<file path="config.mk">
export PLATFORM = sky130hd
export DESIGN_NAME = uart_rx_deserializer
export DESIGN_NICKNAME = d
export VERILOG_FILES = /design/src/rtl/uart_rx_deserializer.sv
export SDC_FILE = /design/constraint.sdc
export NUM_CORES = 1
export LEC_CHECK = 0
export CELL_PAD_IN_SITES_DETAIL_PLACEMENT = 1
export CELL_PAD_IN_SITES_GLOBAL_PLACEMENT = 1
export CORE_MARGIN = 2
export CORE_UTILIZATION = 43
export CTS_CLUSTER_DIAMETER = 150
export DETAILED_ROUTE_END_ITERATION = 10
export MAX_ROUTING_LAYER = met4
export PLACE_DENSITY = 0.75
export SETUP_SLACK_MARGIN = 0.3
export SLEW_MARGIN = 20
export SYNTH_ARGS = -nofsm -noshare
export SYNTH_HDL_FRONTEND = slang
export SYNTH_SLANG_ARGS = --single-unit
export TNS_END_PERCENT = 30
</file>
<file path="constraint.sdc">
create_clock -name clk -period 2 [get_ports clk]
set_input_delay 0.4 -clock clk [delete_from_list [all_inputs] [get_ports clk]]
set_output_delay 0.4 -clock clk [all_outputs]
set_load 0.005 [all_outputs]
</file>
<file path="src/rtl/uart_rx_deserializer.sv">
// UART receive front end: synchronises the serial line, validates the start bit,
// samples data/parity/stop mid-cell and pushes one 11-bit record per frame.
module uart_rx_deserializer #(
  parameter int REC_WIDTH  = 11,
  parameter int OVERSAMPLE = 16
) (
  input  logic                 clk,
  input  logic                 rst,
  input  logic                 baud_tick,
  input  logic                 srx_pad_i,
  input  logic [1:0]           char_len,
  input  logic                 parity_en,
  input  logic                 parity_even,
  input  logic                 stick_parity,
  output logic [REC_WIDTH-1:0] rf_data_in,
  output logic                 rf_push,
  output logic                 rx_busy
);

  localparam int TW = $clog2(OVERSAMPLE);
  localparam logic [TW-1:0] HALF_M1 = TW'(OVERSAMPLE / 2 - 1);
  localparam logic [TW-1:0] FULL_M1 = TW'(OVERSAMPLE - 1);

  typedef enum logic [2:0] {
    IDLE      = 3'd0,
    START     = 3'd1,
    DATA      = 3'd2,
    PARITY    = 3'd3,
    STOP      = 3'd4,
    PUSH      = 3'd5,
    WAIT_IDLE = 3'd6
  } state_t;

  state_t        state;
  logic          rx_meta;
  logic          rxs;
  logic [TW-1:0] tick_cnt;
  logic [2:0]    bit_cnt;
  logic [7:0]    shreg;
  logic          par_acc;
  logic          all_zero;
  logic          par_err;
  logic [1:0]    cfg_len;
  logic          cfg_par_en;
  logic          cfg_even;
  logic          cfg_stick;

  // Expected parity bit for the latched frame configuration.
  function automatic logic exp_parity(input logic acc, input logic even, input logic stick);
    exp_parity = stick ? ~even : (acc ^ ~even);
  endfunction

  // Two-flop synchroniser on the asynchronous pad input.
  always_ff @(posedge clk) begin
    if (rst) begin
      rx_meta <= 1'b1;
      rxs     <= 1'b1;
    end else begin
      rx_meta <= srx_pad_i;
      rxs     <= rx_meta;
    end
  end

  // Receive FSM with registered record, push strobe and busy flag.
  always_ff @(posedge clk) begin
    if (rst) begin
      state      <= IDLE;
      tick_cnt   <= '0;
      bit_cnt    <= 3'd0;
      shreg      <= 8'h00;
      par_acc    <= 1'b0;
      all_zero   <= 1'b0;
      par_err    <= 1'b0;
      cfg_len    <= 2'd0;
      cfg_par_en <= 1'b0;
      cfg_even   <= 1'b0;
      cfg_stick  <= 1'b0;
      rf_data_in <= '0;
      rf_push    <= 1'b0;
      rx_busy    <= 1'b0;
    end else begin
      rf_push <= 1'b0;
      case (state)
        IDLE: begin
          if (baud_tick && !rxs) begin
            state    <= START;
            tick_cnt <= '0;
            rx_busy  <= 1'b1;
          end
        end
        START: begin
          if (baud_tick) begin
            if (tick_cnt == HALF_M1) begin
              tick_cnt <= '0;
              if (rxs) begin
                state   <= IDLE;
                rx_busy <= 1'b0;
              end else begin
                cfg_len    <= char_len;
                cfg_par_en <= parity_en;
                cfg_even   <= parity_even;
                cfg_stick  <= stick_parity;
                shreg      <= 8'h00;
                bit_cnt    <= 3'd0;
                par_acc    <= 1'b0;
                all_zero   <= 1'b1;
                par_err    <= 1'b0;
                state      <= DATA;
              end
            end else begin
              tick_cnt <= tick_cnt + 1'b1;
            end
          end
        end
        DATA: begin
          if (baud_tick) begin
            if (tick_cnt == FULL_M1) begin
              tick_cnt       <= '0;
              shreg[bit_cnt] <= rxs;
              par_acc        <= par_acc ^ rxs;
              all_zero       <= all_zero & ~rxs;
              if (bit_cnt == (3'd4 + {1'b0, cfg_len})) begin
                state <= cfg_par_en ? PARITY : STOP;
              end else begin
                bit_cnt <= bit_cnt + 3'd1;
              end
            end else begin
              tick_cnt <= tick_cnt + 1'b1;
            end
          end
        end
        PARITY: begin
          if (baud_tick) begin
            if (tick_cnt == FULL_M1) begin
              tick_cnt <= '0;
              par_err  <= (rxs != exp_parity(par_acc, cfg_even, cfg_stick));
              all_zero <= all_zero & ~rxs;
              state    <= STOP;
            end else begin
              tick_cnt <= tick_cnt + 1'b1;
            end
          end
        end
        STOP: begin
          if (baud_tick) begin
            if (tick_cnt == FULL_M1) begin
              tick_cnt <= '0;
              rf_push  <= 1'b1;
              state    <= PUSH;
              // An all-zero frame is a break: data and parity are meaningless.
              if (all_zero && !rxs) begin
                rf_data_in <= REC_WIDTH'(3'b101);
              end else begin
                rf_data_in <= REC_WIDTH'({shreg, 1'b0, par_err, ~rxs});
              end
            end else begin
              tick_cnt <= tick_cnt + 1'b1;
            end
          end
        end
        PUSH: begin
          if (rxs) begin
            state   <= IDLE;
            rx_busy <= 1'b0;
          end else begin
            state <= WAIT_IDLE;
          end
        end
        WAIT_IDLE: begin
          if (baud_tick && rxs) begin
            state   <= IDLE;
            rx_busy <= 1'b0;
          end
        end
        default: begin
          state   <= IDLE;
          rx_busy <= 1'b0;
        end
      endcase
    end
  end

endmodule

</file>
# [After elaboration in Yosys (flattened, before gate mapping)]
# Cells that the tools add are included.
[classes] add_sub_neg=3 multipliers=0 div=0 magnitude_cmp=2 n_eq_ne=26 shifts=0 muxes=61 bitwise=8 reduce_logical=22
[ops] op="3-bit two-way mux" count=19
[ops] op="8-bit two-way mux" count=5
[ops] op="2-bit != test (second input constant)" count=13
[ops] op="3-bit one-hot mux with 7 select lines" count=1
[ops] op="1-bit two-way mux" count=20
[ops] op="4-bit two-way mux" count=5
[ops] op="6-bit AND reduction" count=3
[ops] op="8-bit one-hot mux with 2 select lines" count=1
[ops] op="4-bit one-hot mux with 3 select lines" count=1
[ops] op="11-bit two-way mux" count=1
[ops] op="11-bit AND reduction" count=1
[ops] op="3-bit == test (second input constant)" count=3
[ops] op="8-bit bitwise mux" count=1
[ops] op="4-bit AND reduction" count=2
[ops] op="7-bit AND reduction" count=1
[ops] op="3-bit by 2-bit == test with 1-bit output (second input constant)" count=2
[ops] op="2-bit by 1-bit != test with 1-bit output (second input constant)" count=3
[ops] op="1-bit one-hot mux with 2 select lines" count=3
[ops] op="3-bit one-hot mux with 2 select lines" count=1
[ops] op="2-bit nonzero test" count=3
[ops] op="3-bit OR reduction" count=2
[ops] op="1-bit NOT" count=5
[ops] op="1-bit one-hot mux with 5 select lines" count=1
[ops] op="5-bit AND reduction" count=1
[ops] op="20 further kinds" count=24
[word_totals] reg_bits=41 latch_bits=0 mem_bits_rw=0 mem_bits_ro=0 input_bits=9 output_inout_bits=13 elab_cells=138 mem_count=0

# [Longest topological paths before layout]
# Gate-level depths: netlist of the first run.
[logic_depth] depth_word=8 mapped_depth=7 depth_no_buf=5

# [Least setup slack after synthesis of the first run]
# Ideal clock, no wire load.
[synth_path] kind="reg-to-reg" startpoint="register tick_cnt[0]" endpoint="register rf_data_in[1]" setup_ns=0.117 arrival_time_ns=1.624 path_slack_ns=0.259 path_stages_with_launch=8 path_buffers=2 synth_period_minus_slack_ns=1.741 path_cell_list="dfxtp_1 -> ha_1 -> and4_1 -> buf_2 -> and2_1 -> clkbuf_1 -> nor2_2 -> a22o_1"
[synth_via] elab_chain_cells=2
[synth_lines] item="from (decl)" line_no="37" source="logic [TW-1:0] tick_cnt;"
[synth_lines] item="from (signal assigned)" line_no="111" source="tick_cnt <= tick_cnt + 1'b1;"
[synth_lines] item="from (signal assigned)" line_no="128" source="tick_cnt <= tick_cnt + 1'b1;"
[synth_lines] item="from (signal assigned)" line_no="140" source="tick_cnt <= tick_cnt + 1'b1;"
[synth_lines] item="4-bit == test" line_no="146" source="if (tick_cnt == FULL_M1) begin"
[synth_lines] item="3-bit AND reduction (no line)"
[synth_lines] item="to (signal assigned)" line_no="152" source="rf_data_in <= REC_WIDTH'(3'b101);"
[synth_lines] item="to (signal assigned)" line_no="154" source="rf_data_in <= REC_WIDTH'({shreg, 1'b0, par_err, ~rxs});"
[synth_lines] item="to (decl)" line_no="15" source="output logic [REC_WIDTH-1:0] rf_data_in,"
# No other way between the ends.
# A chain may end at the register's enable or synchronous reset.

# [Worst setup path in the final report of the first run]
[layout_path] startpoint="register tick_cnt[1]" endpoint="register shreg[2]"
[layout_via] elab_chain_cells=3
[layout_lines] item="4-bit == test or 4-bit by 3-bit == test with 1-bit output (tied branches)" line_no="117, 93"
[layout_lines] item="2-bit != test (no line)"
[layout_lines] item="6-bit AND reduction (no line) (*)"
[layout_lines] item="to (signal, indexed assignment)" line_no="119" source="shreg[bit_cnt] <= rxs;"
[layout_lines] item="to (decl)" line_no="39" source="logic [7:0] shreg;"
# Mark *: on every way between the ends. The rest lies on a longest branch, timed or not.

==> results list, run 1 <==
* Kind of end point of the critical path: flop
- After clock tree synthesis, the flow added hold-fix buffers numbering 0.
* Placeable core region: 4690 µm²
* Share of final-layout standard cells stronger than drive strength 1: 24.1%
* Top Ports: 22
* DRC Markers: 0
- Main area contributors after synthesis: sky130_fd_sc_hd__dfxtp_1 (40%), sky130_fd_sc_hd__mux2i_1 (3.9%), sky130_fd_sc_hd__a22o_1 (3.8%)
- Each instance of the synthesized netlist takes up on average 9.15 µm².
* Post-place instance area: 2460 µm²
* Final critical delay including setup and external delays: 1.68 ns
- Post-route setup slack: 0.320 ns
* Maximum number of pins on one net before global-route repair: 17
* Die boundary width: between 70 and 80 µm
- Fill cell count: about 540
- Synth Flop Type: sky130_fd_sc_hd__dfxtp_1
- Overflow after GRT: 0
- The startpoint identified for the worst register-to-register timing path is tick_cnt[1].
* Sum of net half-perimeters after detailed placement: 4310 µm
- Antenna-violating nets left: 0
* Vias in the first global route: slightly above 2k
- R2R depth: 6
- Post-route clock period utilization: 84.0%
* Synthesized instance count: 227
- Final Hold Violating Endpoints: 0
- Highest attainable clock frequency: 595 MHz
- Vias after detailed routing: 1962
- Setup repair after global routing could not meet its margin everywhere.
* DIE HEIGHT: 73.5 µm
- Along the worst path, the maximum fanout reaches 7.
* Yosys top cell area share: just under 40%
- Startpoint type of the worst setup path: flop
- The largest total area in the synthesized netlist belongs to sky130_fd_sc_hd__dfxtp_1.
- Worst hold path startpoint: rx_meta
* Most frequently used cell type in the post-synthesis netlist: sky130_fd_sc_hd__dfxtp_1
* Initial antenna violation count: 0
* Launch point of the worst path: tick_cnt[1]
- OpenSTA, run right after detailed placement, puts the worst setup slack at -0.220 ns.
* Max-slew headroom: roughly two thirds
- In this run, the number of DRC markers left after iteration 0 of detailed routing was roughly 130.
- Deepest clock path buffer count: 2
* Initial standard-cell utilization of the core: 44.3%
* Wire length of the first global-routing pass: 10000 µm
- The finished cells cover ~2700 µm².
- Synth top cells by count: sky130_fd_sc_hd__dfxtp_1 (41), sky130_fd_sc_hd__nand2_1 (13), sky130_fd_sc_hd__nor2_1 (11), sky130_fd_sc_hd__a22o_1 (9), sky130_fd_sc_hd__o21ai_0 (9)
* Yosys warning count: 0
- Clock skew: 0.00638 ns
* Overall power after layout: ~1600 µW
* Sequential element share of the synthesized area: 39.5%
* Area Growth Syn to Fin: 29.0%
- The H-tree generated during clock tree synthesis spans 2 levels.
- The clock reaches the later pin of the worst-skew pair after roughly 0.3 ns.
- Count of different cell masters after synthesis: 56
- Clock tree from TritonCTS: done
- Port buffering added 21 buffers.
- Number of sinks on the clock net: just over 40
- In the synthesized netlist the async set-or-reset flop fraction comes to 0%.
- Number of synthesized flops with an enable pin: 0
- The net count of the finished layout is 276.
* Capturing point of the worst reg2reg path: shreg[2]
* Site Rows: 25
- In this run the worst hold path is classified as flop to flop.
* R2R Setup Slk: 0.32 ns
- At the worst endpoint, the arrival time is roughly 1.9 ns.
- Worst endpoint required time: about 2.2 ns
- After clock tree synthesis, the clock-pin slew on the worst setup and hold paths is 0.08 ns.
* Pin slew with the least headroom to its limit: between 0.4 and 0.5 ns
- Synthesis produced a netlist with a net count of approximately 240.
* Number of max-slew violations in the final report: 0
- Clock tree synthesis selected as its root buffer the cell sky130_fd_sc_hd__clkbuf_8.
- GR Util All Layers: 25.0%
- Worst min-delay path endpoint: rxs
- Wires add up to 6040 µm.
- Static power due to leakage: 0.000993 µW
- Final GP Congestion: 0.847
- Total of max-cap violations: 0
* Antenna diode count: 0
- Netlist Area Pre-Place: 2080 µm²
* First-pass detailed-route iteration total: 4
- Across the VDD grid, the largest voltage drop is 0.000417 V.
- Number of storage elements in the synthesis netlist: ~40
* Outcome: complete, no violations
* Worst Hold Depth: 1
* Fraction of the core area covered by cells at the end of the flow: 57.1%
* DIE AREA: 5400 µm²
* Average via count per standard cell: 6.13
- Power spread over the standard cell area amounts to slightly below 600 nW/µm².
* Final setup fails: 0
* Routed wire length per instance: roughly 19 µm
- Buffers inserted during clock tree synthesis total 5.
- Across all hold checks on the routed design, the worst slack comes to ~0.41 ns.
- The setup path with the least slack is of type flop to flop.
-- area by class of cell --
cell class	instances	area (µm²)	share of cell area, %
Timing Repair Buffer	50	430	16.1
Tap cell	54	67.6	2.52
Sequential cell	41	835	31.2
Inverter	5	18.8	0.701
Clock inverter	2	38.8	1.45
Multi-Input combinational cell	162	1220	45.4
Clock buffer	6	72.6	2.71
-- power by group --
part           internal [µW]  switching, µW
Clock                    375            305
Sequential               816           3.05
Combinational           34.2           40.9
-- sequential cells by signal (all words and copies together), names as in the netlist --
| signal | count |
|---|---|
| rx_busy | 1 |
| par_err | 1 |
| cfg_even | 1 |
| par_acc | 1 |
| all_zero | 1 |
| bit_cnt | 3 |
| tick_cnt | 4 |
| rf_push | 1 |
| cfg_stick | 1 |
| cfg_len | 2 |
| rxs | 1 |
| state | 3 |
| shreg | 8 |
| cfg_par_en | 1 |
| rf_data_in | 11 |
| rx_meta | 1 |
-- critical path: stages, from the launching register on --
cell	delay [ns]
sky130_fd_sc_hd__dfxtp_2	0.38
sky130_fd_sc_hd__ha_4	0.18
sky130_fd_sc_hd__nand4_4	0.11
sky130_fd_sc_hd__buf_4	0.18
sky130_fd_sc_hd__o31a_1	0.26
sky130_fd_sc_hd__o311ai_0	0.30
sky130_fd_sc_hd__o21ai_1	0.14
-- worst max path at each step --
stage                                to  depth (start not counted)
after floorplan           rf_data_in[1]                          7
after global placement    rf_data_in[6]                          5
after detailed placement       shreg[3]                          5
after CTS                   tick_cnt[2]                          5
after global routing         bit_cnt[1]                          6
final                          shreg[2]                          6
-- logic make-up (layout without fill, tap and decap cells) --
logic type / after synthesis / after routing / share of synthesized area [%]
multiplexers: 8 / 8 / 3.86
AND/OR/NAND/NOR: 79 / 79 / 24.5
AO/OA/AOI/OAI: 68 / 68 / 23.8
XOR/XNOR: 5 / 5 / 2.11
flip-flops: 41 / 41 / 39.5
adder cells (fa/ha/maj): 2 / 2 / 1.20
buffers and inverters: 24 / 63 / 5.06
-- cells in the final DEF, fill, tap and decap left out, types with 3 or more instances in the layout --
master / n
sky130_fd_sc_hd__a21oi_1: 7
sky130_fd_sc_hd__a22o_1: 9
sky130_fd_sc_hd__a31oi_1: 6
sky130_fd_sc_hd__and4_1: 3
sky130_fd_sc_hd__buf_4: 28
sky130_fd_sc_hd__clkbuf_8: 5
sky130_fd_sc_hd__clkdlybuf4s50_1: 20
sky130_fd_sc_hd__dfxtp_1: 34
sky130_fd_sc_hd__dfxtp_2: 5
sky130_fd_sc_hd__inv_1: 5
sky130_fd_sc_hd__mux2i_1: 8
sky130_fd_sc_hd__nand2_1: 13
sky130_fd_sc_hd__nand3_1: 7
sky130_fd_sc_hd__nor2_1: 10
sky130_fd_sc_hd__nor2b_1: 5
sky130_fd_sc_hd__nor3_1: 4
sky130_fd_sc_hd__o211ai_1: 6
sky130_fd_sc_hd__o21a_1: 3
sky130_fd_sc_hd__o21ai_0: 5
sky130_fd_sc_hd__o21ai_1: 7
sky130_fd_sc_hd__o311ai_0: 3
sky130_fd_sc_hd__o311ai_1: 5
sky130_fd_sc_hd__o31a_1: 6
sky130_fd_sc_hd__or2_2: 3
sky130_fd_sc_hd__xnor2_1: 4
-- what timing repair did --
action | in CTS | in global routing
buffers inserted | 2 | 2
pin swaps | 2 | 1
setup endpoints to repair | 35 | 30
gates resized for setup | 11 | 22
-- metal layers --
layer,up-vias,track usage (%),routed length (µm)
li1,936,-,-
met1,969,30.7,2730
met2,47,39.9,2980
met3,10,5.49,231
met4,0,9.90,96
met5,-,-,0
-- through the flow --
stage	setup TNS (ns)	cells
after floorplan	0	227
after global placement	-1.92	308
after detailed placement	-3.59	308
after CTS	0	318
after global routing	0	320
final	0	320
Note: power is estimated with default switching activity, not from simulation.
==> inputs of run 2 (changes only) <==
Settings changed: CORE_UTILIZATION 43 to 39, PLACE_DENSITY 0.75 to 0.71.
Clock period 2 ns to 1.4 ns, I/O delays scaled along.
==> run 2 against run 1 <==
  * The run now ends with setup timing left
  * Hold slack gained 0.028 ns
  * Maximum frequency shrank 0.97%
  * Sequential share of layout area shrank 5.3 points
  * Clock skew shrank 0.0033 ns
  * Final cell count grew 17%
  * Via count grew 11%
  * Count of clock-buffer cells in the layout shrank 1
  * Global-route usage grew 1.3 points
  * Register-to-register slack lost 0.62 ns
  * Clock power grew 71%
  * Worst setup slack lost 0.62 ns
  * Die area grew 9.7%
  * Critical path type unchanged
  * Critical endpoint unchanged
  * Largest power group unchanged
==> results list, run 2 (same netlist as run 1, synthesis figures left out) <==
- STA classifies the critical path endpoint as a flop.
- The fraction of power spent switching nets was 20.9% (-1.3 points).
- Pre-CTS WS: -0.625 ns (-0.404 ns)
- Pin slew with the least headroom to its limit: 0.466 ns (-0.000691 ns)
* Clock tree from TritonCTS: done
- Total of max-cap violations: 0 (unchanged)
* Routed wire length per instance: 20.3 µm (+7.8%)
* Worst hold margin: 0.443 ns (+0.0282 ns)
* Most frequent cells in the layout: sky130_fd_sc_hd__buf_4 (56), sky130_fd_sc_hd__dfxtp_1 (26), sky130_fd_sc_hd__nand2_1 (13), sky130_fd_sc_hd__dfxtp_2 (13), sky130_fd_sc_hd__dlymetal6s2s_1 (12)
- The flip-flop count of the largest register after layout is 11 (unchanged).
- Sum of net half-perimeters after detailed placement: 4720 µm (+9.3%)
* Total Nets Final: 313 (+13%)
* Max-slew headroom: 68.8% (+0.18 points)
- The number of placed instances with taps included came to 356 (+16%).
* DRC Markers: 0 (unchanged)
* DIE HEIGHT: 77.0 µm (+4.7%)
- The data required time of the worst path came to 1.57 ns (-0.60 ns).
- Clock Latency Late Sink: 0.30 ns (about the same)
- Number of max-slew violations in the final report: 0 (unchanged)
* Power Internal: 1950 µW (+59%)
- The number of inserted diodes is 0 (unchanged).
- Number of sinks on the clock net: 41 (unchanged)
* Final GP Congestion: 0.800 (-5.5%)
- The total power density per cell area was 753 nW/µm² (+28%).
* Most common cell after layout, fill and taps aside: sky130_fd_sc_hd__buf_4
- The detailed-route wire length was 7590 µm (+26%).
* Worst path max stage delay: 0.36 ns (-0.02 ns)
- The floorplan die area came to 5930 µm² (+9.7%).
* CP arrival: 1.87 ns (+0.02 ns)
- The overall routing resource usage was 26.4% (+1.3 points).
- The post-route clock period utilization was 121% (+37 points).
* CP Max Fanout: 6 (-1)
* VDD IR-drop max: 0.000952 V (+130%)
- Largest registers ranked by flip-flop count: rf_data_in: 11 flops, shreg: 8 flops, tick_cnt: 4 flops
* RSZ-0062 raised after global routing: yes
* Share of final-layout standard cells stronger than drive strength 1: 45.2% (+21 points)
* Initial standard-cell utilization of the core: 40.7% (-3.6 points)
- In this design, the largest share of critical-path delay is due to compound AO/OA/AOI/OAI gates.
- Compared with the post-synthesis result, the final layout area differs by 57.4%.
* Non-filler instance count after layout: 373 (+17%)
* Clock-pin transition on the worst setup and hold timing paths: 0.08 ns (about the same)
- Clk Tree Root Cell: sky130_fd_sc_hd__clkbuf_8
- CP Buf/Inv Count: 1 (unchanged)
- The iteration count of the initial detailed-routing pass came to 4 (unchanged).
- The setup TNS was -5.33 ns (-5.33 ns).
* Crit Path Class: flop to flop
- The via count of the first global-routing pass came to 2348 (+17%).
- H-tree Lvls: 2 (unchanged)
* Most flops, register: rf_data_in
- Static power due to leakage: 0.00147 µW (+48%)
- The total CTS buffers was 5 (unchanged).
- The total count of hold-check failures in the final report came to 0 (unchanged).
- Highest attainable clock frequency: 589 MHz (-0.97%)
- Die boundary width: 77.0 µm (+4.7%)
- The slack of the critical path is -0.297 ns (-0.616 ns).
- Cell with the largest stage delay on the worst path: sky130_fd_sc_hd__dfxtp_2
- The placeable core region is 5110 µm² (+8.9%).
- The clock network power share is 47.0% (+3.8 points).
- Site Rows: 26 (+4.0%)
- Number of I/O port buffers: 21 (unchanged)
- The final reports fail on setup timing.
* Vias after detailed routing: 2184 (+11%)
* Clock skew: 0.00304 ns (-0.00334 ns)
- The run finished, with violations left.
- Final critical delay including setup and external delays: 1.70 ns (+0.0164 ns)
- Top Ports: 22 (unchanged)
- The via density per instance was 5.86 (-4.5%).
- The sequential fraction of design power is 47.6% (-4.4 points).
* Comb power frac: 5.4% (+0.6 points)
- The global-route wire length before repair was 12100 µm (+20%).
- Maximum number of pins on one net before global-route repair: 17 (unchanged)
* Startpoint type of the worst setup path: flop
- Deepest clock path buffer count: 2 (unchanged)
* Hold Path Class: flop to flop
- The post-route antenna net violation count was 0 (unchanged).
* Switching power total: 515 µW (+47%)
* Fraction of the core area covered by cells at the end of the flow: 64.0% (+6.9 points)
* CTS Hold Bufs: 0 (unchanged)
* Initial antenna violation count: 0 (unchanged)
- The setup violation total in the final timing report is 36 (+36).
- The residual overflow from global routing is 0 (unchanged).
- Iter 0 DRT Violations: 76 (-40%)
* CP Cell Sequence: ha_4 > nand4_4 > buf_6 > o31a_1 > o311ai_2 > o21ai_1
==> run 2: cell type report <==
| type | instances | area [µm²] |
|---|---|---|
| fillers | 562 | 1840 |
| repair buffers | 87 | 778 |
| inverters | 5 | 18.8 |
| flip-flops and latches | 41 | 845 |
| clock buffers | 5 | 68.8 |
| clock inverters | 3 | 68.8 |
| multi-input cells | 162 | 1400 |
| well taps | 70 | 87.6 |
==> run 2: worst paths after layout <==
kind | startpoint | to | slack (ns) | cells past startpoint
setup / recovery | tick_cnt[1] | shreg[2] | -0.30 | 6
hold reg to reg | rx_meta | rxs | 0.44 | 1
setup reg to reg | tick_cnt[1] | shreg[2] | -0.30 | 6
hold / removal | rx_meta | rxs | 0.44 | 1
==> run 2: routing by layer <==
metal,routed length (µm),vias to the layer above,global-route usage [%]
li1,-,1014,-
met1,3160,1084,30.8
met2,3870,62,45.7
met3,337,24,5.41
met4,224,0,7.86
met5,0,-,-
==> run 2: power groups by stage <==
stage / Clock [µW] / Combinational, µW / Sequential, µW
6_report: 1160 / 133 / 1170
5_1_grt: 1230 / 143 / 1170
4_1_cts: 1190 / 125 / 1170
3_5_place_dp: 0 / 119 / 1200
3_3_place_gp: 0 / 117 / 1200
2_1_floorplan: 0 / 52.0 / 1200
==> run 2: stage by stage <==
step	cell area, µm²	total power, µW
2_1_floorplan	2180	1250
3_3_place_gp	2820	1320
3_5_place_dp	2820	1320
4_1_cts	3120	2490
5_1_grt	3270	2540
6_report	3270	2460
==> run 2: repair_timing <==
action	in CTS	in global routing
buffers inserted	6	3
endpoints found under the setup margin	54	53
pin swaps	17	11
cloned	0	0
resized for setup	44	36
